===== config.mk =====
export PLATFORM = sky130hd
export DESIGN_NAME = sign_extender
export DESIGN_NICKNAME = d
export VERILOG_FILES = /design/src/rtl/sign_extender.sv
export SDC_FILE = /design/constraint.sdc
export NUM_CORES = 1
export LEC_CHECK = 0
export BUFFER_PORTS_ARGS = -buffer_cell sky130_fd_sc_hd__buf_4
export CORE_MARGIN = 1.5
export CORE_UTILIZATION = 29
export DETAILED_ROUTE_END_ITERATION = 6
export PLACE_DENSITY = 0.76
export SLEW_MARGIN = 40
export SYNTH_ARGS = -nofsm -noshare
export SYNTH_HDL_FRONTEND = slang
export SYNTH_SLANG_ARGS = --single-unit

===== constraint.sdc =====
create_clock -name Clock -period 1.7 [get_ports Clock]
set_clock_uncertainty 0.15 [all_clocks]
set_input_delay 0.17 -clock Clock [delete_from_list [all_inputs] [get_ports Clock]]
set_output_delay 0.17 -clock Clock [all_outputs]
set_load 0.05 [all_outputs]

===== src/rtl/sign_extender.sv =====
// sign_extender: registered immediate sign extender for the MERC-16 datapath.
// The low SIGN_BIT+1 bits of In are a two's-complement immediate. They are
// widened to DATA_WIDTH bits and captured one clock after InValid. SignRail
// carries the replicated sign bit alongside the result.
module sign_extender #(
   parameter int DATA_WIDTH = 16,
   parameter int SIGN_BIT   = 3
) (
   input  logic                  Clock,
   input  logic                  Reset,
   input  logic [DATA_WIDTH-1:0] In,
   input  logic                  InValid,
   output logic [DATA_WIDTH-1:0] Out,
   output logic [DATA_WIDTH-1:0] SignRail,
   output logic                  OutValid
);

   // Reject unsupported configurations while the design is being elaborated.
   generate
      if (DATA_WIDTH != 16) begin : g_bad_width
         $error("sign_extender: DATA_WIDTH must be 16 (got %0d)", DATA_WIDTH);
      end
      if ((SIGN_BIT < 0) || (SIGN_BIT > DATA_WIDTH - 1)) begin : g_bad_sign_bit
         $error("sign_extender: SIGN_BIT %0d outside 0..%0d", SIGN_BIT, DATA_WIDTH - 1);
      end
   endgenerate

   logic                  sign;
   logic [DATA_WIDTH-1:0] ext;
   logic [DATA_WIDTH-1:0] rail;

   // Combinational core: keep bits up to the sign bit, fill everything above
   // it with the sign. A per-bit loop avoids an empty slice when SIGN_BIT is
   // the top bit, where the block degenerates to a plain register.
   always_comb begin
      // NOTE: every always_comb output gets a default before any conditional
      // logic, so no path can leave it unassigned and infer a latch.
      sign = In[SIGN_BIT];
      ext  = '0;
      for (int i = 0; i < DATA_WIDTH; i++) begin
         ext[i] = (i <= SIGN_BIT) ? In[i] : sign;
      end
      rail = {DATA_WIDTH{sign}};
   end

   // Output register: reset wins over InValid. Results load only on valid
   // input and otherwise hold. OutValid is a one-cycle echo of InValid.
   always_ff @(posedge Clock) begin
      // NOTE: state is updated with non-blocking assignments so every flop
      // samples pre-edge values, independent of statement order.
      if (Reset) begin
         Out      <= '0;
         SignRail <= '0;
         OutValid <= 1'b0;
      end else begin
         OutValid <= InValid;
         if (InValid) begin
            Out      <= ext;
            SignRail <= rail;
         end
      end
   end

endmodule


==> flow_metrics.py <==
metrics = {
    "drt": {
        "drt_iter0_drc": 1,
        "dr.pass1.iters": 2,
        "vias_per_cell": 4.00,
        "drc": 0,
        "drtAntennaViolNets": 0,
        "drt-total-wl_um": 678,
        "vias": 288,
        "wire_per_inst_um": 9.42,
    },
    "sta": {
        "period_share_pct": 85.9,
        "slew_headroom_pct": 69.9,
        "fin_crit_ps": 1460,
        "tightestPinTransition_ps": 451,
        "hold_viol": 0,
        "rsz0062_at_grt": "no",
        "finalSetupViolCount": 0,
        "slew_viol_final": 0,
        "fmax_mhz": 685,
        "tns_ps": 0,
    },
    "logic_synthesis": {
        "syn-num-nets": 62,
        "netlist_instances": 43,
        "synth.top_cell.area_share_pct": 54.9,
        "yosysUniqueCellTypes": 6,
        "ys.warnings.count": 0,
        "yosysTopAreaCell": "buf_4",
        "synth_seq_area_share_pct": 26.1,
        "syn_avg_cell_area_um2": 8.90,
        "netlist_area_um2": 383,
        "synthTopCellsByArea": "buf_4 55%, dfxtp_1 26%, mux2i_1 10%",
        "ys_ff_latch": 5,
    },
    "floorplan": {
        "dieArea_um2": 1550,
        "top_level_ports": 52,
        "core_area_um2": 1170,
        "die_y_um": 39.3,
        "die_w_um": 39.3,
        "rows": 12,
        "start_util_pct": 32.7,
    },
    "final_layout": {
        "areaGrowthSynthToFinish_pct": 33.0,
        "diodes": 0,
        "layout.cells.non_filler": 72,
        "fillers": 119,
        "drive_gt1_share_pct": 74.1,
        "fin_nets": 78,
    },
    "place": {
        "portBuffers": 39,
        "hpwl_um": 507,
        "placed_cells": 67,
        "gp_congestion": 0.624,
    },
    "setup_path": {
        "critPathSlowestCell": "dfxtp_2",
        "r2r_start": "Out[3]",
        "path_buf_inv": 1,
        "cp.arrival_ps": 1140,
        "crit_fanout": 30,
        "start_kind": "register",
        "rrSetupSlack_ps": 630,
        "reg2reg_depth": 2,
        "max_stage_delay_ps": 600,
        "path_class": "register to output port",
        "r2r-end": "Out[3]",
        "crit_path_end_kind": "output port",
        "path_cells": "buf_4",
        "crit_family": "flip-flops",
        "required_ps": 1380,
    },
    "cts": {
        "clk_latency_ps": 250,
        "cts-root-buf": "clkbuf_4",
        "cts.sinks": 5,
        "cts_tree": "built",
        "htreeDepth": 1,
        "clk_pin_slew_ps": 50,
        "clockBufferDepth": 2,
        "cts_made_buffers": 3,
        "post-cts-setup-buffer-count": 0,
        "cts_resized": 0,
    },
    "hold_path": {
        "worstHoldEndpoint": "Out[1]",
        "worstHoldPathType": "input pin to register",
        "min_from": "In[1]",
        "holdPathStages": 3,
    },
    "pwr": {
        "peakVddDrop_mv": 0.402,
        "p_total_w": 0.000534,
        "p_per_area_nw_per_um2": 1050,
        "leakagePower_nw": 0.296,
    },
    "run_status": {
        "status": "completed",
    },
    "global_routing": {
        "antenna_found_initial": 0,
        "grt_pass1_wl_um": 848,
        "gr-total-overflow": 0,
        "grt_use_total_pct": 9.25,
        "grt_max_degree": 31,
        "grt_pass1_vias": 216,
    },
    "flow_run": {
        "drv_cap": 0,
    },
}
-- synth_stat cells --
cell type,number
buf_4,28
dfxtp_1,5
mux2i_1,4
nor2_1,4
buf_6,1
nor2b_1,1
-- final cells by class --
cell class	count	area (um2)	share of cell area [%]
multi-input cells	9	61.3	12.0
repair buffers	40	303	59.5
clock buffers	4	26.3	5.16
flip-flops and latches	5	101	19.9
well taps	14	17.5	3.44
-- metrics by stage --
step           hold slack [ps]  instance area [um2]  utilization (%)  setup WS [ps]
6_report                  14.0                  509             43.5            240
5_1_grt                   20.1                  509             43.5            151
4_1_cts                   12.2                  509             43.5            213
3_5_place_dp               227                  473             40.4            478
3_3_place_gp               216                  473             40.4            513
2_1_floorplan             85.0                  384                -            366
-- per-layer routing --
metal  global-route usage (%)  wire length [um]
met4                     10.3                14
met3                     5.68               185
met5                        0                 0
met1                     7.22               234
met2                     14.6               244
-- how the worst max path moves through the flow --
stage / start / to / slack, ps / depth (start not counted)
2_1_floorplan: Out[3] / Out[10] / 370 / 1
3_3_place_gp: Out[3] / SignRail[9] / 510 / 1
3_5_place_dp: Out[3] / SignRail[3] / 480 / 1
4_1_cts: Out[3] / SignRail[3] / 210 / 1
5_1_grt: Out[3] / Out[15] / 150 / 1
6_report: Out[3] / SignRail[3] / 240 / 1
-- worst reg2reg max path, delay by kind of cell (launching register included) --
| kind | cells | cell delay [ps] |
|---|---|---|
| multiplexers | 1 | 140 |
| AND/OR/NAND/NOR | 1 | 100 |
| flip-flops | 1 | 600 |
-- registers in the layout, summed over array words and instances, names as in the netlist --
signal,count
OutValid,1
Out,4
-- report_power, final --
group / internal [W] / switching, W
sequential: 0.000125 / 0.0000119
combinational: 0.0000709 / 0.000185
clock: 0.0000889 / 0.0000522
total: 0.000285 / 0.000249
-- cell families (layout without fill, tap and decap cells) --
kind of cell,after synthesis,count (layout),share of synthesized area [%]
buf+inv,29,44,57.8
simple gates,5,5,5.56
flops,5,5,26.1
mux,4,4,10.5
-- cells in the final DEF (no fill, tap or decap) --
cell,synthesis,routed
nor2_1,4,4
dfxtp_1,5,4
buf_4,28,39
dlygate4sd3_1,0,1
dfxtp_2,0,1
nor2b_1,1,1
clkbuf_4,0,3
mux2i_1,4,4
clkbuf_1,0,1
-- timing repair --
action / 4_1_cts / 5_1_grt
hold endpoints to repair: 5 / 0
setup endpoints to repair: 0 / 0
hold buffers: 1 / 0
(Power assumes the default switching activity.)
